## src/rtl/execute_muldiv.sv

```systemverilog
`default_nettype none
// ============================================================================
// Module   : execute_muldiv
// Purpose  : Iterative RV32M multiply/divide unit for the execute stage.
//            One shift-add (multiply) or restoring shift-subtract (divide)
//            step per cycle over XLEN cycles. Divide-by-zero and signed
//            overflow finish in a single cycle. The result is held until the
//            memory stage accepts it.
// Revision : 1.0 - initial release
// ----------------------------------------------------------------------------
// Ports:
//   clk_i              clock, all state changes on the rising edge
//   rst                synchronous reset, active-high
//   decode_vaild_i     decode register holds a valid instruction
//   DD_is_muldiv_i     held instruction is an RV32M op
//   DD_muldiv_op_i     funct3 (MUL..REMU)
//   DD_rs1_data_i      operand A
//   DD_rs2_data_i      operand B
//   DD_dstE_i          destination register index
//   flush_i            kill any in-flight op
//   memory_allow_in_i  memory stage accepts a result this cycle
//   execute_allow_in_o unit can accept a new op this cycle
//   E_valid_o          E_result_o / E_dstE_o valid
//   E_result_o         result
//   E_dstE_o           destination register of the result
//   E_busy_o           unit is not idle
// ============================================================================
module execute_muldiv #(
  parameter int XLEN  = 32,
  parameter int CNT_W = 6
) (
  input  logic            clk_i,
  input  logic            rst,
  input  logic            decode_vaild_i,
  input  logic            DD_is_muldiv_i,
  input  logic [2:0]      DD_muldiv_op_i,
  input  logic [XLEN-1:0] DD_rs1_data_i,
  input  logic [XLEN-1:0] DD_rs2_data_i,
  input  logic [4:0]      DD_dstE_i,
  input  logic            flush_i,
  input  logic            memory_allow_in_i,
  output logic            execute_allow_in_o,
  output logic            E_valid_o,
  output logic [XLEN-1:0] E_result_o,
  output logic [4:0]      E_dstE_o,
  output logic            E_busy_o
);

  localparam logic [XLEN-1:0]  MIN_INT  = {1'b1, {(XLEN-1){1'b0}}};
  localparam logic [XLEN-1:0]  ALL_ONES = '1;
  localparam logic [CNT_W-1:0] LAST_CNT = CNT_W'(XLEN - 1);

  typedef enum logic [1:0] {
    IDLE = 2'd0,
    CALC = 2'd1,
    DONE = 2'd2
  } state_t;

  state_t            state;
  logic [CNT_W-1:0]  counter;
  logic [2:0]        op;
  logic              neg;      // final result must be negated
  logic [XLEN-1:0]   opnd;     // multiplicand magnitude or divisor magnitude
  logic [XLEN-1:0]   acc_hi;   // product high half / partial remainder
  logic [XLEN-1:0]   acc_lo;   // multiplier->product low half / dividend->quotient

  // --------------------------------------------------------------------------
  // Handshake
  // --------------------------------------------------------------------------
  logic start;

  assign execute_allow_in_o = (state == IDLE) | ((state == DONE) & memory_allow_in_i);
  assign E_busy_o           = (state != IDLE);
  assign start              = decode_vaild_i & DD_is_muldiv_i & execute_allow_in_o;

  // --------------------------------------------------------------------------
  // Incoming operand preparation: signedness, magnitudes, special divides
  // --------------------------------------------------------------------------
  logic            in_is_div;
  logic            rs1_signed, rs2_signed;
  logic            sign_a, sign_b;
  logic [XLEN-1:0] rs1_mag, rs2_mag;
  logic            in_neg;
  logic            div_by_zero, div_overflow, in_special;
  logic [XLEN-1:0] special_result;

  assign in_is_div = DD_muldiv_op_i[2];
  // DIV/REM (funct3 bit0 clear) treat both operands as signed; MULH and
  // MULHSU treat rs1 as signed, only MULH treats rs2 as signed. MUL's low
  // half is sign-agnostic so it is computed unsigned.
  assign rs1_signed = in_is_div ? ~DD_muldiv_op_i[0]
                                : (DD_muldiv_op_i == 3'd1) | (DD_muldiv_op_i == 3'd2);
  assign rs2_signed = in_is_div ? ~DD_muldiv_op_i[0]
                                : (DD_muldiv_op_i == 3'd1);

  assign sign_a  = rs1_signed & DD_rs1_data_i[XLEN-1];
  assign sign_b  = rs2_signed & DD_rs2_data_i[XLEN-1];
  assign rs1_mag = sign_a ? -DD_rs1_data_i : DD_rs1_data_i;
  assign rs2_mag = sign_b ? -DD_rs2_data_i : DD_rs2_data_i;

  // Remainder takes the dividend's sign; product and quotient take sA^sB.
  assign in_neg = (in_is_div & DD_muldiv_op_i[1]) ? sign_a : (sign_a ^ sign_b);

  assign div_by_zero  = in_is_div & (DD_rs2_data_i == '0);
  assign div_overflow = in_is_div & ~DD_muldiv_op_i[0] &
                        (DD_rs1_data_i == MIN_INT) & (DD_rs2_data_i == ALL_ONES);
  assign in_special   = div_by_zero | div_overflow;

  always_comb begin
    special_result = '0;
    if (div_by_zero)
      special_result = DD_muldiv_op_i[1] ? DD_rs1_data_i : ALL_ONES;
    else if (div_overflow)
      special_result = DD_muldiv_op_i[1] ? '0 : MIN_INT;
  end

  // --------------------------------------------------------------------------
  // One iteration step
  // --------------------------------------------------------------------------
  logic [XLEN:0]   mul_sum;
  logic [XLEN:0]   div_shift;
  logic            div_fits;
  logic [XLEN-1:0] div_diff;
  logic [XLEN-1:0] step_hi, step_lo;

  // Multiply: add multiplicand when the multiplier LSB is set, then shift the
  // whole {hi,lo} pair right; the multiplier drains out of acc_lo as the
  // product's low half shifts in.
  assign mul_sum = {1'b0, acc_hi} + {1'b0, (acc_lo[0] ? opnd : '0)};

  // Divide: shift the next dividend bit into the partial remainder and
  // subtract the divisor if it fits. The remainder stays below the divisor,
  // so the modular XLEN-bit difference is exact when it fits.
  assign div_shift = {acc_hi, acc_lo[XLEN-1]};
  assign div_fits  = (div_shift >= {1'b0, opnd});
  assign div_diff  = div_shift[XLEN-1:0] - opnd;

  always_comb begin
    step_hi = '0;
    step_lo = '0;
    if (op[2]) begin
      step_hi = div_fits ? div_diff : div_shift[XLEN-1:0];
      step_lo = {acc_lo[XLEN-2:0], div_fits};
    end else begin
      step_hi = mul_sum[XLEN:1];
      step_lo = {mul_sum[0], acc_lo[XLEN-1:1]};
    end
  end

  // --------------------------------------------------------------------------
  // Final sign fix-up and result selection (used on the last step)
  // --------------------------------------------------------------------------
  logic [2*XLEN-1:0] product, product_fix;
  logic [XLEN-1:0]   quot_fix, rem_fix;
  logic [XLEN-1:0]   calc_result;

  assign product     = {step_hi, step_lo};
  assign product_fix = neg ? -product : product;
  assign quot_fix    = neg ? -step_lo : step_lo;
  assign rem_fix     = neg ? -step_hi : step_hi;

  always_comb begin
    calc_result = '0;
    if (op[2])
      calc_result = op[1] ? rem_fix : quot_fix;
    else if (op == 3'd0)
      calc_result = product_fix[XLEN-1:0];
    else
      calc_result = product_fix[2*XLEN-1:XLEN];
  end

  // --------------------------------------------------------------------------
  // State machine
  // --------------------------------------------------------------------------
  always_ff @(posedge clk_i) begin
    if (rst) begin
      state      <= IDLE;
      counter    <= '0;
      op         <= '0;
      neg        <= 1'b0;
      opnd       <= '0;
      acc_hi     <= '0;
      acc_lo     <= '0;
      E_valid_o  <= 1'b0;
      E_result_o <= '0;
      E_dstE_o   <= '0;
    end else if (flush_i) begin
      state     <= IDLE;
      counter   <= '0;
      E_valid_o <= 1'b0;
    end else begin
      case (state)
        CALC: begin
          acc_hi  <= step_hi;
          acc_lo  <= step_lo;
          counter <= counter + CNT_W'(1);
          if (counter == LAST_CNT) begin
            counter    <= '0;
            E_result_o <= calc_result;
            E_valid_o  <= 1'b1;
            state      <= DONE;
          end
        end
        DONE: begin
          if (memory_allow_in_i) begin
            E_valid_o <= 1'b0;
            state     <= IDLE;
          end
        end
        default: ;
      endcase

      // A new op can only start from IDLE or from DONE while retiring, so
      // these assignments take precedence over the ones above.
      if (start) begin
        op       <= DD_muldiv_op_i;
        neg      <= in_neg;
        E_dstE_o <= DD_dstE_i;
        counter  <= '0;
        acc_hi   <= '0;
        acc_lo   <= in_is_div ? rs1_mag : rs2_mag;
        opnd     <= in_is_div ? rs2_mag : rs1_mag;
        if (in_special) begin
          E_result_o <= special_result;
          E_valid_o  <= 1'b1;
          state      <= DONE;
        end else begin
          E_valid_o <= 1'b0;
          state     <= CALC;
        end
      end
    end
  end

endmodule
`default_nettype wire

```

## config.mk

```make
export PLATFORM = sky130hd
export DESIGN_NAME = execute_muldiv
export DESIGN_NICKNAME = d
export VERILOG_FILES = /design/src/rtl/execute_muldiv.sv
export SDC_FILE = /design/constraint.sdc
export NUM_CORES = 1
export LEC_CHECK = 0
export ABC_AREA = 1
export ABC_CLOCK_PERIOD_IN_PS = 3310
export BUFFER_PORTS_ARGS = -buffer_cell sky130_fd_sc_hd__buf_2
export CORE_ASPECT_RATIO = 1.1
export CORE_MARGIN = 8
export CORE_UTILIZATION = 30
export DETAILED_ROUTE_END_ITERATION = 7
export GPL_TIMING_DRIVEN = 0
export PLACE_DENSITY = 0.52
export SLEW_MARGIN = 20
export SYNTH_ARGS = -nofsm -noshare
export SYNTH_HDL_FRONTEND = slang
export SYNTH_SLANG_ARGS = --single-unit
```

## constraint.sdc

```tcl
create_clock -name clk_i -period 3.31 [get_ports clk_i]
set_input_delay 0.662 -clock clk_i [delete_from_list [all_inputs] [get_ports clk_i]]
set_output_delay 0.662 -clock clk_i [all_outputs]
set_load 0.05 [all_outputs]
```

==> impl_metrics.json <==
{
  "grt_pass1_vias": 21800,
  "n_fill_cell": 6728,
  "place_area_um2": 20000,
  "grt_pass1_wl_mm": 141,
  "cellPowerDensity_nw_per_um2": 324,
  "route.detailed.drc": 0,
  "multi_input_area_um2": 14800,
  "dieArea_um2": 68000,
  "ant_nets": 0,
  "post-synth-top-area-cell": "nand2_1",
  "reg2reg_depth": 32,
  "yosysTopAreaCellShare_pct": 18.7,
  "viasPerCell": 5.36,
  "syn2layout_area_growth_pct": 30.3,
  "max_cap_viol_count": 0,
  "outcome": "finished, violations left",
  "cts_buffer_depth": 2,
  "cts.sinks": 145,
  "critPathKind": "flop to flop",
  "antennaDiodeCount": 0,
  "start_kind": "flop",
  "hold_class": "primary input to flop",
  "fp.coreArea_um2": 59500,
  "port-buffer-count": 115,
  "min_period_ps": 4120,
  "drtPass1Iterations": 8,
  "design_area_um2": 23400,
  "htree_levels": 4,
  "hold_depth": 3,
  "synth_seq_cells": 145,
  "gp_congestion": 1.06,
  "globalRouteOverflowTotal": 0,
  "rsz0062_at_grt": "true",
  "hold_viol": 0,
  "ir_worst_vdd_v": 0.000364,
  "netlist_instances": 3205,
  "cp.arrival_ps": 4500,
  "hold_path_end": "E_dstE_o[0]$_SDFFE_PP0P_",
  "cp-end-kind": "flop",
  "routed_wl_mm": 97.2,
  "finalSetupViolCount": 32,
  "seqCellArea_um2": 3060,
  "violations": "negative setup slack",
  "crit_start": "opnd[24]$_SDFFE_PP0P_",
  "finClkSkew_ps": 29.7,
  "row_count": 94,
  "critPathMostFrequentCell": "nand2_2",
  "num_vias": 22700,
  "worstHoldStart": "DD_dstE_i[0]",
  "top_level_ports": 118,
  "grt_use_total_pct": 27.4,
  "fin_ws_ps": -812,
  "period_share_pct": 125,
  "clk_pin_slew_ps": 90,
  "slowest_delay_ps": 410,
  "avgSynthCellArea_um2": 5.60,
  "synth.distinct_cells": 60,
  "cts_tree": "done",
  "max_slew_margin_pct": 22.9,
  "async_reset_ff_share_pct": 0,
  "drive_gt1_share_pct": 24.1,
  "synth.yosys.seq_area_share_pct": 16.2,
  "synth_edf_count": 0,
  "ctsRootBufferMaster": "clkbuf_16",
  "pre_cts_ws_ps": -1610,
  "cpMaxStageDelayCell": "dfxtp_4",
  "worstReg2RegEnd": "E_result_o[28]$_SDFFE_PP0N_",
  "leakagePower_nw": 10.8,
  "cts_made_buffers": 17,
  "grt_max_degree": 20,
  "yosysWarnings": 0,
  "rrSetupSlack_ps": -810,
  "crit_fanout": 5,
  "reg2reg_from": "opnd[24]$_SDFFE_PP0P_",
  "worstMarginPinSlew_ps": 1150,
  "ys_top_cells_by_area": "nand2_1 19%, dfxtp_1 16%, inv_1 9.3%",
  "required_ps": 3690,
  "die_h_um": 273,
  "fmax_mhz": 243,
  "synth-main-ff-cell": "dfxtp_1",
  "dp_hpwl_mm": 78.9,
  "initial_core_util_pct": 30.2,
  "antenna_found_initial": 0,
  "worstSkewPairLatency_ps": 480,
  "syn-num-nets": 3355,
  "setup_tns_ps": -19130,
  "finish.net_count": 3604,
  "drt_iter0_markers": 2201,
  "synth.cell_area_um2": 18000,
  "drv_slew": 0,
  "die_w_um": 249,
  "wl_per_cell_um": 22.9,
  "whs_ps": 416
}
cell families after synthesis:
family                     count (synthesis)  share of synthesized area, %
buffers and inverters                    594                          12.9
AOI/OAI and AO/OA                        584                          18.8
DFF                                      145                          16.2
xor gates and xnor gates                 119                          5.80
and+or+nand+nor                         1691                          41.3
adders and majority gates                 72                          5.10
what timing repair did:
action,CTS,global route
hold buffers,0,0
gates resized for setup,364,160
cloned,0,1
endpoints found under the setup margin,53,47
pin swaps,92,78
buffers inserted,70,45
registers in the layout, summed over array words and instances (netlist names):
register,flops
E_result_o,32
acc_hi,32
acc_lo,32
opnd,32
counter,6
E_dstE_o,5
op,3
E_valid_o,1
neg,1
state,1
power by group:
group	switching (mW)	leakage, nW	internal [mW]
sequential	0.0457	1.21	1.78
combinational	2.48	9.30	1.24
clock	1.00	0.302	1.04
total	3.53	10.8	4.06
Yosys cell counts (41+ instances only):
| cell type | number |
|---|---|
| a21oi_1 | 209 |
| dfxtp_1 | 145 |
| nor2_1 | 346 |
| nand3_1 | 209 |
| nand4_1 | 41 |
| clkbuf_1 | 91 |
| ha_1 | 70 |
| xor2_1 | 84 |
| inv_1 | 444 |
| nor3_1 | 46 |
| o21ai_0 | 185 |
| nand2_1 | 897 |
cell type report:
| class | count | area share [%] |
|---|---|---|
| plain buffers | 125 | 2.61 |
| clock buffers | 17 | 1.82 |
| clock inverters | 15 | 0.850 |
| inverters | 469 | 7.67 |
| multi-input cells | 2466 | 63.4 |
| flip-flops and latches | 145 | 13.1 |
| well taps | 768 | 4.11 |
| repair buffers | 230 | 6.49 |
placed cells by master, fill, tap and decap left out, types with 14 or more instances in the layout:
master / count
nand2_2: 107
nand4_1: 41
ha_4: 44
inv_1: 404
o211ai_1: 29
a21oi_1: 180
buf_4: 108
inv_2: 49
xnor2_1: 34
nor2_1: 311
a221oi_1: 32
o22ai_1: 33
nand3_1: 167
clkbuf_16: 19
clkbuf_1: 84
o21ai_2: 18
nor2_2: 29
nor2_4: 38
nand3b_1: 26
xor2_1: 71
nand3_2: 43
dfxtp_1: 85
ha_1: 19
nand2_1: 789
nor3_1: 43
dfxtp_4: 33
o21ai_1: 33
dfxtp_2: 27
a21oi_2: 25
nand3_4: 21
o21bai_1: 14
nand2_4: 33
o21ai_0: 161
buf_2: 129
routing by layer:
| layer | GRT usage [%] | vias up | routed length [um] |
|---|---|---|---|
| li1 | - | 10900 | - |
| met1 | 32.1 | 10600 | 38400 |
| met2 | 46.5 | 992 | 44800 |
| met3 | 3.58 | 292 | 6350 |
| met4 | 18.2 | 0 | 7600 |
| met5 | 0 | - | 0 |
stage by stage:
stage | utilization (%) | power, mW | instances
5_1_grt | 39.3 | 7.92 | 4235
4_1_cts | 37.7 | 7.23 | 4190
3_3_place_gp | 33.6 | 4.89 | 4088
6_report | 39.3 | 7.58 | 4235
2_1_floorplan | - | 3.86 | 3205
3_5_place_dp | 33.6 | 4.88 | 4088
worst max-delay path, delay by kind of cell (launching register included):
| family | cells | cell delay (ps) |
|---|---|---|
| simple gates | 23 | 2510 |
| fa+ha+maj | 2 | 500 |
| flops | 1 | 410 |
| compound gates | 3 | 330 |
| buf+inv | 4 | 260 |
worst max-delay path by stage:
stage / depth (start not counted) / slack, ps / to
after CTS: 31 / -770 / E_result_o[30]$_SDFFE_PP0N_
after detailed placement: 32 / -1610 / E_result_o[20]$_SDFFE_PP0N_
after global routing: 31 / -1010 / E_result_o[30]$_SDFFE_PP0N_
after global placement: 31 / -1640 / E_result_o[20]$_SDFFE_PP0N_
after floorplan: 31 / -220 / E_result_o[30]$_SDFFE_PP0N_
final: 32 / -810 / E_result_o[28]$_SDFFE_PP0N_
Power figures use the tool's default switching activity.
